## config.mk

```make
export PLATFORM = sky130hd
export DESIGN_NAME = mips_mem_sys
export DESIGN_NICKNAME = d
export VERILOG_FILES = /design/src/rtl/mips_mem_sys.sv
export SDC_FILE = /design/constraint.sdc
export NUM_CORES = 2
export LEC_CHECK = 0
export BUFFER_PORTS_ARGS = -buffer_cell sky130_fd_sc_hd__buf_2
export CORE_ASPECT_RATIO = 0.75
export CORE_MARGIN = 2
export CORE_UTILIZATION = 39
export CTS_BUF_LIST = sky130_fd_sc_hd__clkbuf_16
export DETAILED_ROUTE_END_ITERATION = 8
export GPL_ROUTABILITY_DRIVEN = 0
export GPL_TIMING_DRIVEN = 0
export PLACE_DENSITY_LB_ADDON = 0.3
export SETUP_SLACK_MARGIN = 0.2
export SYNTH_ARGS = -nofsm -noshare
export SYNTH_HDL_FRONTEND = slang
export SYNTH_SLANG_ARGS = --single-unit
```

## constraint.sdc

```tcl
create_clock -name clk -period 6.5 [get_ports clk]
set_clock_uncertainty 0.05 [all_clocks]
set_input_delay 1.3 -clock clk [delete_from_list [all_inputs] [get_ports clk]]
set_output_delay 1.3 -clock clk [all_outputs]
set_load 0.1 [all_outputs]
```

## src/rtl/mips_mem_sys.sv

```systemverilog
// Word RAM plus MMIO window (byte TX FIFO, status, cycle counter) behind the multicycle MIPS core.
// Reads are combinational; writes land on clk rise. MEMSYS_CYCLE_CNT_EN enables the CYCLE counter.
module mips_mem_sys #(
    parameter int          MEM_WORDS  = 64,
    parameter int          FIFO_DEPTH = 8,
    parameter logic [31:0] MMIO_BASE  = 32'hFFFF_FF00
) (
    input  logic        clk,
    input  logic        reset,
    input  logic [31:0] addr,
    input  logic        memwrite,
    input  logic [31:0] writedata,
    output logic [31:0] readdata,
    output logic [7:0]  tx_data,
    output logic        tx_valid,
    input  logic        tx_ready
);
    localparam int AW = $clog2(MEM_WORDS);
    localparam int PW = $clog2(FIFO_DEPTH);
    localparam int CW = PW + 1;

    logic [31:0]   ram_q [MEM_WORDS];
    logic [7:0]    fifo_q [FIFO_DEPTH];
    logic [PW-1:0] wr_ptr_q, wr_ptr_d, rd_ptr_q, rd_ptr_d;
    logic [CW-1:0] count_q, count_d;
    logic          ovf_q, ovf_d;
    logic [31:0]   cycle_rd;

    logic          mmio_hit, tx_hit, st_hit, cyc_hit;
    logic          full, empty, pop, push, drop;
    logic [AW-1:0] ram_idx;
    logic [1:0]    unused_addr_lsbs;

    assign unused_addr_lsbs = addr[1:0];
    assign mmio_hit = (addr[31:8] == MMIO_BASE[31:8]);
    assign tx_hit   = mmio_hit && (addr[7:2] == 6'h00);
    assign st_hit   = mmio_hit && (addr[7:2] == 6'h01);
    assign cyc_hit  = mmio_hit && (addr[7:2] == 6'h02);
    assign ram_idx  = addr[AW+1:2];

    assign full     = (count_q == CW'(FIFO_DEPTH));
    assign empty    = (count_q == '0);
    assign tx_valid = !empty;
    assign tx_data  = fifo_q[rd_ptr_q];
    assign pop      = tx_valid && tx_ready;
    // A full FIFO still accepts a byte when the head leaves in the same cycle.
    assign push     = memwrite && tx_hit && (!full || pop);
    assign drop     = memwrite && tx_hit && full && !pop;

    always_ff @(posedge clk) begin
        if (memwrite && !mmio_hit) begin
            ram_q[ram_idx] <= writedata;
        end
    end

    always_comb begin
        wr_ptr_d = wr_ptr_q;
        rd_ptr_d = rd_ptr_q;
        count_d  = count_q;
        ovf_d    = ovf_q;
        if (push) wr_ptr_d = wr_ptr_q + 1'b1;
        if (pop)  rd_ptr_d = rd_ptr_q + 1'b1;
        if (push && !pop)      count_d = count_q + 1'b1;
        else if (pop && !push) count_d = count_q - 1'b1;
        if (memwrite && st_hit && writedata[11]) ovf_d = 1'b0;
        if (drop) ovf_d = 1'b1;
    end

    always_ff @(posedge clk or negedge reset) begin
        if (!reset) begin
            wr_ptr_q <= '0;
            rd_ptr_q <= '0;
            count_q  <= '0;
            ovf_q    <= 1'b0;
            for (int i = 0; i < FIFO_DEPTH; i++) fifo_q[i] <= 8'h00;
        end else begin
            wr_ptr_q <= wr_ptr_d;
            rd_ptr_q <= rd_ptr_d;
            count_q  <= count_d;
            ovf_q    <= ovf_d;
            if (push) fifo_q[wr_ptr_q] <= writedata[7:0];
        end
    end

`ifdef MEMSYS_CYCLE_CNT_EN
    logic [31:0] cycle_q, cycle_d;

    assign cycle_d  = (memwrite && cyc_hit) ? writedata : cycle_q + 32'd1;
    assign cycle_rd = cycle_q;

    always_ff @(posedge clk or negedge reset) begin
        if (!reset) cycle_q <= '0;
        else        cycle_q <= cycle_d;
    end
`else
    assign cycle_rd = 32'h0;
`endif

    always_comb begin
        readdata = 32'h0;
        if (!mmio_hit)     readdata = ram_q[ram_idx];
        else if (st_hit)   readdata = {20'h0, ovf_q, full, empty, 1'b0, 8'(count_q)};
        else if (cyc_hit)  readdata = cycle_rd;
    end
endmodule

```

==> flow_summary.toml <==
[power_and_ir_drop]
comb_power_share_pct = 7.4
p_leak_uw = 0.0303
clkPwrFrac_pct = 39.1
p_seq_share_pct = 53.5
power.switching_uw = 6510
intPower_uw = 21800
p_sw_share_pct = 23.0
power_density_mw_per_mm2 = 299
ir_drop_uv = 198
total_power_uw = 28300

[critical_path]
start_kind = "input port"
crit_type = "in2out"
critPathCaptureType = "output port"
critPathMaxFanout = 10
worstRegToRegCells = 13
crit_arrival_ns = 5.04
required_ns = 5.15

[floorplan]
start_util_pct = 39.3
rows = 145
fp.dieH_um = 402
pin_count = 109
die-area_mm2 = 0.215
coreArea_mm2 = 0.209
fp.dieW_um = 534

[yosys]
synth_nets = 3891
synth_edf_count = 2048
synth.largest_area_cell = "edfxtp_1"
synthArstFlopShare_pct = 3.53
yosysSeqAreaShare_pct = 77.1
syn_avg_cell_area_um2 = 21.5
ys_warn_count = 0
synthTopCellsByArea = "edfxtp_1 75%, mux4_2 11%, mux2i_1 2.9%"
synthCells = 3817
synthesis.area_mm2 = 0.0822
synth-seq-cells = 2123
synth_top_area_share_pct = 74.8
synth_ff_type = "edfxtp_1"
synth_cell_types = 48

[sta]
relSlewSlack_pct = 5.79
fmax_mhz = 156
slew_violations = 0
setup_viol = 0
setup_tns_ns = 0
rsz0062_at_grt = "yes"
final-hold-violation-count = 0
period_minus_slack_ns = 6.39
period_share_pct = 98.4
fin_hold_ws_ns = 0.281
worst_pin_slew_ns = 1.41
fin_ws_ns = 0.107

[clock_network]
clk_latency_ns = 0.83
clk_path_buf_depth = 4
cts_tree = "built"
clk_pin_slew_ns = 0.06
clock_sinks = 2123
post_cts_buffers = 0
cts-root-buf = "clkbuf_16"
cts_inserted_buffers = 196
htree_levels = 4

[hold_path]
hp-class = "in2async"

[layout]
fin_area_mm2 = 0.0949
final_cell_mix = "2048 x edfxtp_1, 407 x mux4_2, 230 x mux2i_1, 196 x clkbuf_16, 172 x mux2_2"
final_nets = 4265
final_common_cell = "edfxtp_1"
drive_gt1_share_pct = 30.6
syn2layout_area_growth_pct = 15.4

[detailed_routing]
detail_route.vias_per_cell = 5.87
first_pass_iters = 6
drc = 0
wl_per_cell_um = 32.3
routed_wl_um = 230000
num_vias = 41800
ant_nets = 0
drtIter0Drc = 6551

[global_routing]
grt_pass1_wl_um = 318000
antenna_found_initial = 11
grt_max_degree = 73
grt_pass1_vias = 40400
grt_usage_pct = 21.1
grt-ovfl-total = 0

[run]
cap_violations = 0

[placement]
port_buffers = 103
place_ws_ns = -0.822
hpwl_um = 151000
dpl_cell_area_mm2 = 0.0884

[outcome]
status = "finished clean"
-- through the flow --
stage / util (%) / instances
finish: 45.4 / 7128
global placement: 41.3 / 6713
global route: 45.4 / 7124
CTS: 45.3 / 7124
detailed placement: 42.3 / 6786
floorplan: - / 3817
-- logic make-up after synthesis --
group	Yosys count	synth area share, %
buffers and inverters	233	1.29
xor gates and xnor gates	8	0.0852
AOI/OAI and AO/OA	388	3.38
muxes	822	16.5
DFF	2123	77.1
adders and majority gates	6	0.100
and+or+nand+nor	237	1.57
-- cell usage after synthesis (2+ instances only) --
| cell type | count |
|---|---|
| o21ai_0 | 16 |
| ha_1 | 5 |
| inv_1 | 8 |
| xnor2_1 | 8 |
| nor3_2 | 2 |
| dfrtp_1 | 75 |
| nor4_4 | 2 |
| mux4_2 | 407 |
| nand4_1 | 26 |
| mux2_2 | 172 |
| and2_1 | 4 |
| o221ai_1 | 25 |
| edfxtp_1 | 2048 |
| o22ai_1 | 53 |
| nor4b_4 | 2 |
| buf_4 | 7 |
| a31oi_1 | 25 |
| buf_1 | 15 |
| nand4b_2 | 2 |
| mux2i_1 | 235 |
| a311oi_1 | 25 |
| or2_2 | 2 |
| a22oi_1 | 82 |
| nor2_1 | 69 |
| nand3_1 | 6 |
| o22a_1 | 25 |
| o2111ai_1 | 7 |
| buf_6 | 2 |
| nand2_1 | 51 |
| a21oi_1 | 52 |
| nor3_1 | 2 |
| a2111oi_0 | 25 |
| a211oi_1 | 51 |
| nand2b_1 | 5 |
| clkbuf_1 | 83 |
| mux2_4 | 8 |
| nor2b_1 | 58 |
| buf_2 | 117 |
-- area by class of cell --
| type | instances | area, um2 |
|---|---|---|
| Fill cell | 17500 | 114000 |
| Sequential cell | 2123 | 63400 |
| Multi-Input combinational cell | 1461 | 18700 |
| Clock buffer | 196 | 4900 |
| Tap cell | 2793 | 3490 |
| Timing Repair Buffer | 176 | 2140 |
| Buffer | 224 | 1090 |
| Clock inverter | 142 | 1080 |
| Inverter | 9 | 33.8 |
| Antenna cell | 4 | 10.0 |
-- worst max-delay path, stage by stage --
cell,delay (ns)
buf_2,0.21
or2_2,0.15
clkbuf_1,0.81
clkbuf_1,1.01
a2111oi_1,0.16
a31oi_2,0.71
a311oi_2,0.32
buf_4,0.33
-- layer usage --
metal,vias to the layer above,share of wire (%),global-route usage [%]
li1,16800,-,-
met5,-,0.018,0
met2,2152,41,28.9
met4,6,2.7,5.32
met3,320,11,5.82
met1,22500,45,32.9
-- flip-flops by register name (all words and copies together), names as in the netlist --
| register | count |
|---|---|
| count_q | 4 |
| fifo_q | 64 |
| ovf_q | 1 |
| ram_q | 2048 |
| rd_ptr_q | 3 |
| wr_ptr_q | 3 |
-- repair_timing --
action | 4_1_cts | 5_1_grt
resized for setup | 106 | 29
setup endpoints to repair | 32 | 24
hold buffers | 0 | 0
gates cloned | 0 | 0
-- worst paths after layout --
check | from | endpoint | slack (ns)
worst min-delay path | reset | ovf_q$_DFFE_PN0P_ | 0.28
max in group asynchronous | reset | fifo_q[60]$_DFFE_PN0P_ | 5.54
worst max register to register | count_q[0]$_DFFE_PN0P_ | count_q[3]$_DFFE_PN0P_ | 3.30
worst min register to register | fifo_q[46]$_DFFE_PN0P_ | fifo_q[46]$_DFFE_PN0P_ | 0.45
worst max-delay path | addr[5] | readdata[19] | 0.11
min in group clk | fifo_q[46]$_DFFE_PN0P_ | fifo_q[46]$_DFFE_PN0P_ | 0.45
-- power by group through the flow --
stage / registers (uW) / logic (uW) / clock network [uW]
after floorplan: 15400 / 1130 / 0
after global placement: 15500 / 1970 / 0
after detailed placement: 15500 / 2030 / 0
after CTS: 15200 / 2070 / 11200
after global routing: 15200 / 2180 / 11700
final: 15200 / 2100 / 11100
Power figures use the tool's default switching activity.
